===== config.mk =====
export PLATFORM = sky130hd
export DESIGN_NAME = fmul_share_arb
export DESIGN_NICKNAME = d
export VERILOG_FILES = /design/src/rtl/fmul_share_arb.sv
export SDC_FILE = /design/constraint.sdc
export NUM_CORES = 1
export LEC_CHECK = 0
export ABC_AREA = 1
export CAP_MARGIN = 20
export CORE_AREA = 5 5 105 107
export CTS_BUF_LIST = sky130_fd_sc_hd__clkbuf_4
export DETAILED_ROUTE_END_ITERATION = 16
export DIE_AREA = 0 0 110 112
export PLACE_DENSITY_LB_ADDON = 0.15
export SLEW_MARGIN = 25
export SYNTH_ARGS = -nofsm -noshare
export SYNTH_HDL_FRONTEND = slang
export SYNTH_SLANG_ARGS = --single-unit

===== constraint.sdc =====
create_clock -name aclk -period 1.4 [get_ports aclk]
set_input_delay 0.35 -clock aclk [delete_from_list [all_inputs] [get_ports aclk]]
set_output_delay 0.35 -clock aclk [all_outputs]
set_load 0.05 [all_outputs]

===== src/rtl/fmul_share_arb.sv =====
// Two-requester front end for one shared 5-stage pipelined FP multiplier.
// Requests are granted round-robin on the input side. A tag/valid shadow pipe
// follows each operation through the multiplier and steers its result back to
// the requester that issued it. A result the head's owner cannot take freezes
// the whole shared pipe.
module fmul_share_arb #(
  parameter int unsigned LAT   = 5,
  parameter int unsigned CNT_W = 3
) (
  input  logic             aclk,
  input  logic             areset,
  input  logic             req0_valid,
  output logic             req0_ready,
  input  logic [31:0]      req0_a,
  input  logic [31:0]      req0_b,
  input  logic [2:0]       req0_rm,
  input  logic             req1_valid,
  output logic             req1_ready,
  input  logic [31:0]      req1_a,
  input  logic [31:0]      req1_b,
  input  logic [2:0]       req1_rm,
  output logic             res0_valid,
  input  logic             res0_ready,
  output logic             res1_valid,
  input  logic             res1_ready,
  output logic [31:0]      res_x,
  output logic             mul_a_sign,
  output logic             mul_b_sign,
  output logic [7:0]       mul_a_exp,
  output logic [7:0]       mul_b_exp,
  output logic [22:0]      mul_a_man,
  output logic [22:0]      mul_b_man,
  output logic [2:0]       mul_rm,
  output logic             mul_astall,
  input  logic [31:0]      mul_x,
  output logic [CNT_W-1:0] inflight,
  output logic             busy
);

  logic [LAT:1]     vld_q, vld_d;
  logic [LAT:1]     tag_q, tag_d;
  logic             ptr_q, ptr_d;
  logic [CNT_W-1:0] cnt_q, cnt_d;

  logic        head_rdy;
  logic        stall;
  logic        any_req;
  logic        win_id;
  logic        accept;
  logic        complete;
  logic [31:0] sel_a;
  logic [31:0] sel_b;
  logic [2:0]  sel_rm;

  // Head-of-pipe stall and round-robin grant.
  always_comb begin
    head_rdy = tag_q[LAT] ? res1_ready : res0_ready;
    stall    = vld_q[LAT] & ~head_rdy;
    any_req  = req0_valid | req1_valid;
    // Contended grant follows the pointer; a lone requester always wins.
    win_id   = req0_valid ? (req1_valid & ptr_q) : 1'b1;
    accept   = any_req & ~stall;
    complete = vld_q[LAT] & ~stall;
  end

  // Winner's operands go straight to the multiplier; zeros when idle.
  always_comb begin
    sel_a  = '0;
    sel_b  = '0;
    sel_rm = '0;
    if (any_req) begin
      sel_a  = win_id ? req1_a  : req0_a;
      sel_b  = win_id ? req1_b  : req0_b;
      sel_rm = win_id ? req1_rm : req0_rm;
    end
  end

  assign req0_ready = accept & ~win_id;
  assign req1_ready = accept &  win_id;
  assign mul_a_sign = sel_a[31];
  assign mul_a_exp  = sel_a[30:23];
  assign mul_a_man  = sel_a[22:0];
  assign mul_b_sign = sel_b[31];
  assign mul_b_exp  = sel_b[30:23];
  assign mul_b_man  = sel_b[22:0];
  assign mul_rm     = sel_rm;
  assign mul_astall = stall;
  assign res0_valid = vld_q[LAT] & ~tag_q[LAT];
  assign res1_valid = vld_q[LAT] &  tag_q[LAT];
  assign res_x      = mul_x;
  assign inflight   = cnt_q;
  assign busy       = |cnt_q;

  // Next state: shadow pipe advances in lockstep with the multiplier enable.
  always_comb begin
    vld_d = vld_q;
    tag_d = tag_q;
    ptr_d = ptr_q;
    cnt_d = cnt_q;
    if (!stall) begin
      vld_d[1] = accept;
      tag_d[1] = win_id;
      for (int unsigned i = 2; i <= LAT; i++) begin
        vld_d[i] = vld_q[i-1];
        tag_d[i] = tag_q[i-1];
      end
    end
    if (accept) begin
      ptr_d = ~win_id;
    end
    if (accept && !complete) begin
      cnt_d = cnt_q + CNT_W'(1);
    end else if (!accept && complete) begin
      cnt_d = cnt_q - CNT_W'(1);
    end
  end

  // State registers with synchronous reset; clearing vld drops in-flight work.
  always_ff @(posedge aclk) begin
    if (areset) begin
      vld_q <= '0;
      tag_q <= '0;
      ptr_q <= 1'b0;
      cnt_q <= '0;
    end else begin
      vld_q <= vld_d;
      tag_q <= tag_d;
      ptr_q <= ptr_d;
      cnt_q <= cnt_d;
    end
  end

endmodule


; ---- Word-level counts from Yosys, hierarchy flattened
; Index checks and enable logic that the tools add are counted.
[word_totals]
output_inout_bits = 108
input_bits = 172
regBits = 14
word_cells = 35
[op_classes]
bitwise_logic = 13
n_addsub = 2
reduce_logical = 6
n_mux = 10
[ops]
columns = cell, count
row1 = $mux 32, 4
row2 = $mux 3, 4
row3 = $and 1x1->1, 8
row4 = $not 1->1, 4
row5 = $add 3x1->3 const B, 1
row6 = $reduce_or 3->1, 1
row7 = $sub 3x1->3 const B, 1
row8 = $logic_and 1x1->1, 2
row9 = $logic_not 1->1, 2
row10 = $mux 1, 2
row11 = $reduce_bool 2->1, 1
row12 = $or 1x1->1, 1

; ---- Depth between registers and ports, before layout
[logic_depth]
ltp_word = 9
mapped_depth = 10
ltp_nobuf = 9

; ---- Worst setup path before layout
; No wires, ideal clock.
[synth_timing]
path_kind = input-to-output
start = input port req1_valid
end = output port mul_a_man[10]
path_stages = 5
required_time_ns = 1.050
setup_slack_ns = -0.984
n_path_buf = 3
arrival_time_ns = 2.034
cell_sequence = buf_4 buf_6 clkbuf_1 nand2_1 o21ai_0
[synth_via]
elab_chain_cells = 4
[synth_lines]
columns = item, line_no
row1 = start: declaration, 17  ; input logic req1_valid,
row2 = $and 1x1->1, 61  ; win_id = req0_valid ? (req1_valid & ptr_q) : 1'b1;
row3 = $mux 1, 61
row4 = $mux 32, 72  ; sel_a = win_id ? req1_a : req0_a;
row5 = $mux 32 *, 71  ; if (any_req) begin
row6 = end: declaration, 31  ; output logic [22:0] mul_a_man,
; Every way passes the cells marked *; elsewhere a longest branch is shown, timed or not.

; ---- Worst setup path in the final report
[layout_timing]
start = register ptr_q
end = output port mul_a_man[2]
[layout_via]
elab_chain_cells = 4
[layout_lines]
columns = item, line_no
row1 = start: declaration, 42  ; logic ptr_q, ptr_d;
row2 = start signal: assignment, 128  ; ptr_q <= ptr_d;
row3 = $and 1x1->1, 61
row4 = $mux 1, 61
row5 = $mux 32, 72
row6 = $mux 32, 71
; Every way passes these cells.

==> reports/metrics.csv <==
stage,metric,value,unit
run_status,status,"complete, but fails checks",
run_status,failing checks,negative setup slack,
clock_tree,"Clk pin slew, worst setup/hold paths",80,ps
setup_path,startpoint type of the worst setup path,register,
synthesis,post-synth top area cell,nand2_1,
timing,fmax,515.3,MHz
synthesis,Synth Area in Compound Gates,23.91,%
setup_path,most frequent CP cell,buf_12,
final_layout,final instance area,6704,um2
timing,clock skew,3.904,ps
synthesis,adder and majority gate portion of the synthesized area,1.109,%
setup_path,worst reg2reg setup slack,-130,ps
timing,setup tns final,-33500,ps
place,Port Buffers,215,
timing,hold_ws,455.2,ps
synthesis,Mapped Area,1805,um2
detailed_routing,drc violations,0,
synthesis,top-area cell type share of the netlist area,31.60,%
die,Die Y,112,um
die,Initial Utilization,17.97,%
clock_tree,TritonCTS Buffers,3,
hold_path,critical hold path startpoint,tag_q[4],
detailed_routing,final wirelength,11.36,mm
place,hpwl dp,8.789,mm
timing,Final Critical Period,1940,ps
grt,first-pass GRT wire length,17.26,mm
place,GPL Wtd Cong,0.8330,
grt,Congestion Overflow GR,0,
setup_path,worst r2r src,ptr_q,
power_and_ir_drop,Worst VDD drop,0.5551,mV
detailed_routing,WL per Instance,16.11,um
synthesis,"Net Count, Synth",509,
grt,largest net degree at the start of global routing,19,
clock_tree,CTS H-tree depth,1,
timing,final setup margin,-540.4,ps
synthesis,main combinational cell family by area after synthesis,simple AND/OR/NAND/NOR gates,
die,Top Ports,280,
synthesis,Synth warnings,0,
place,placed inst area,5738,um2
timing,final slew viol count,0,
setup_path,CP endpoint kind,output pin,
timing,final hold violation count,0,
synthesis,Syn Area/Cell,5.373,um2
run,Max-Cap Viols,0,
synthesis,post-synth cell types,19,
setup_path,Crit-path slowest cell,dfxtp_2,
timing,Max transition margin,84.38,%
die,core area,10050,um2
final_layout,n_diodes,0,
power_and_ir_drop,P_leak,2.819,nW
final_layout,synthesis-to-finish area growth,271.3,%
setup_path,Crit path arrival time,1590,ps
power_and_ir_drop,Pwr Density,586.3,nW/um2
setup_path,"Max FO, Critical Path",7,
setup_path,Worst EP required,1050,ps
power_and_ir_drop,Final Power,3.930,mW
detailed_routing,initial drt markers,57,
clock_tree,Root Buffer,clkbuf_4,
setup_path,max incr delay on CP,340,ps
detailed_routing,Detailed Routing Iterations Pass 1,4,
final_layout,layout cell share with drive strength beyond 1,52.20,%
die,Rows,37,
synthesis,post-synthesis simple-gate area fraction,36.45,%
place,Placed Cells,671,
timing,fin crit share,138.6,%
setup_path,Setup Crit Path Kind,reg2out,
clock_tree,later-pin clock latency in the skew report,280,ps
grt,initial antenna violation count,0,
grt,vias in the first global route,3286,
hold_path,Hold EP,tag_q[5],
final_layout,Layout Cells excl Fill,705,
setup_path,R2R depth,10,
synthesis,Mapped Cells,336,
die,area of the die,12320,um2
clock_tree,TritonCTS clock tree,done,
setup_path,worst-path cell chain,a21oi_4 -> buf_12 -> buf_12 -> buf_12 -> buf_12 -> nand2_4 -> o21ai_4 -> buf_12,
timing,Worst Tran Pin Value,234.0,ps
detailed_routing,drt via density,4.343,
timing,endpoints failing setup,72,
detailed_routing,Via Count,3062,
timing,unrepaired setup endpoints after global routing,true,
synthesis,sequential area share after synthesis,15.52,%
hold_path,type of the most critical hold path,reg2reg,
synthesis,Yosys reg bits,14,
final_layout,Final nets,744,
die,chip width,110,um
grt,gr usage total,17.41,%
detailed_routing,Final ANT Viol Nets,0,
synthesis,portion of netlist area occupied by mux cells,0,%
clock_tree,clock buffer depth,2,
setup_path,RR Endpoint,tag_q[1],
synthesis,top post-synthesis cells by area,"nand2_1 32%, o21ai_0 19%, dfxtp_1 16%",
synthesis,Synth Area in XOR/XNOR,0,%
hold_path,worst hold stages,2,
clock_tree,clk sink count,14,
-- per-layer routing --
| metal | wire length, um | global-route usage [%] |
|---|---|---|
| met2 | 6293 | 34.55 |
| met1 | 3887 | 18.49 |
| met4 | 159 | 2.577 |
| met5 | 0 | 0 |
| met3 | 1015 | 3.826 |
-- worst max-delay path, delay by kind of cell (launching register included) --
family                 cells  cell delay, ps
and+or+nand+nor            1              50
buffers and inverters      5             670
DFF                        1             340
AOI/OAI and AO/OA          2             250
-- placed cells by master, fill, tap and decap left out, types with 2 or more instances in the layout --
cell type / n
dfxtp_2: 5
nand2_4: 42
nor2_4: 3
a21oi_2: 2
dlygate4sd2_1: 2
buf_6: 11
buf_12: 94
clkdlybuf4s50_1: 135
o21ai_4: 67
nand2_1: 93
inv_1: 3
clkbuf_4: 4
dfxtp_1: 9
buf_16: 8
buf_4: 25
nor2_1: 15
nand2_2: 17
inv_2: 5
o21ai_0: 7
buf_8: 6
a21oi_1: 3
-- sequential cells by signal (all words and copies together) (netlist names) --
signal / flops
vld_q: 5
ptr_q: 1
inflight: 3
tag_q: 5
-- cells in the mapped netlist --
cell type / number
clkbuf_1: 10
buf_4: 35
buf_2: 4
a21boi_0: 1
a21oi_1: 5
o21a_1: 1
nand3_1: 2
inv_2: 1
o21ai_0: 67
a21oi_4: 1
buf_6: 5
nor2_1: 19
inv_1: 8
fa_1: 1
dfxtp_1: 14
o21ai_1: 8
or3_1: 1
nand2_1: 152
clkbuf_2: 1
-- power breakdown --
part	leakage (nW)	internal, mW	switching, mW
Sequential	0.117	0.429	0.0192
Clock	0.0138	0.0997	0.122
Combinational	2.69	1.69	1.57
-- area by class of cell --
class / instances / area, um2
Clock buffer: 3 / 22.52
Fill cell: 793 / 3342
Inverter: 9 / 37.54
Multi-Input combinational cell: 258 / 2267
Sequential cell: 14 / 286.5
Tap cell: 136 / 170.2
Timing Repair Buffer: 285 / 3920
-- logic make-up after synthesis --
group / after synthesis
and+or+nand+nor: 174
buffers and inverters: 64
adders and majority gates: 1
AOI/OAI and AO/OA: 83
DFF: 14
-- repair_timing --
| action | CTS | global route |
|---|---|---|
| buffers inserted | 19 | 11 |
| hold buffers | 0 | 0 |
| gates cloned | 10 | 1 |
| gates resized for setup | 119 | 35 |
| pin swaps | 24 | 15 |
| setup endpoints to repair | 74 | 79 |
-- worst max path at each step --
stage,cells past startpoint,end,startpoint
floorplan,4,mul_a_man[12],req1_valid
CTS,8,mul_a_sign,ptr_q
finish,8,mul_a_man[2],ptr_q
global route,8,mul_a_man[2],ptr_q
global placement,8,mul_a_man[5],req0_valid
detailed placement,8,mul_a_man[7],req0_valid
-- metrics by stage --
step / util, % / setup WS (ps)
after floorplan: - / -173.3
after global placement: 57.12 / -721.3
after detailed placement: 57.12 / -732.1
after CTS: 66.04 / -584.7
after global routing: 66.73 / -610.0
final: 66.73 / -540.4
Note: power is estimated with default switching activity, not from simulation.
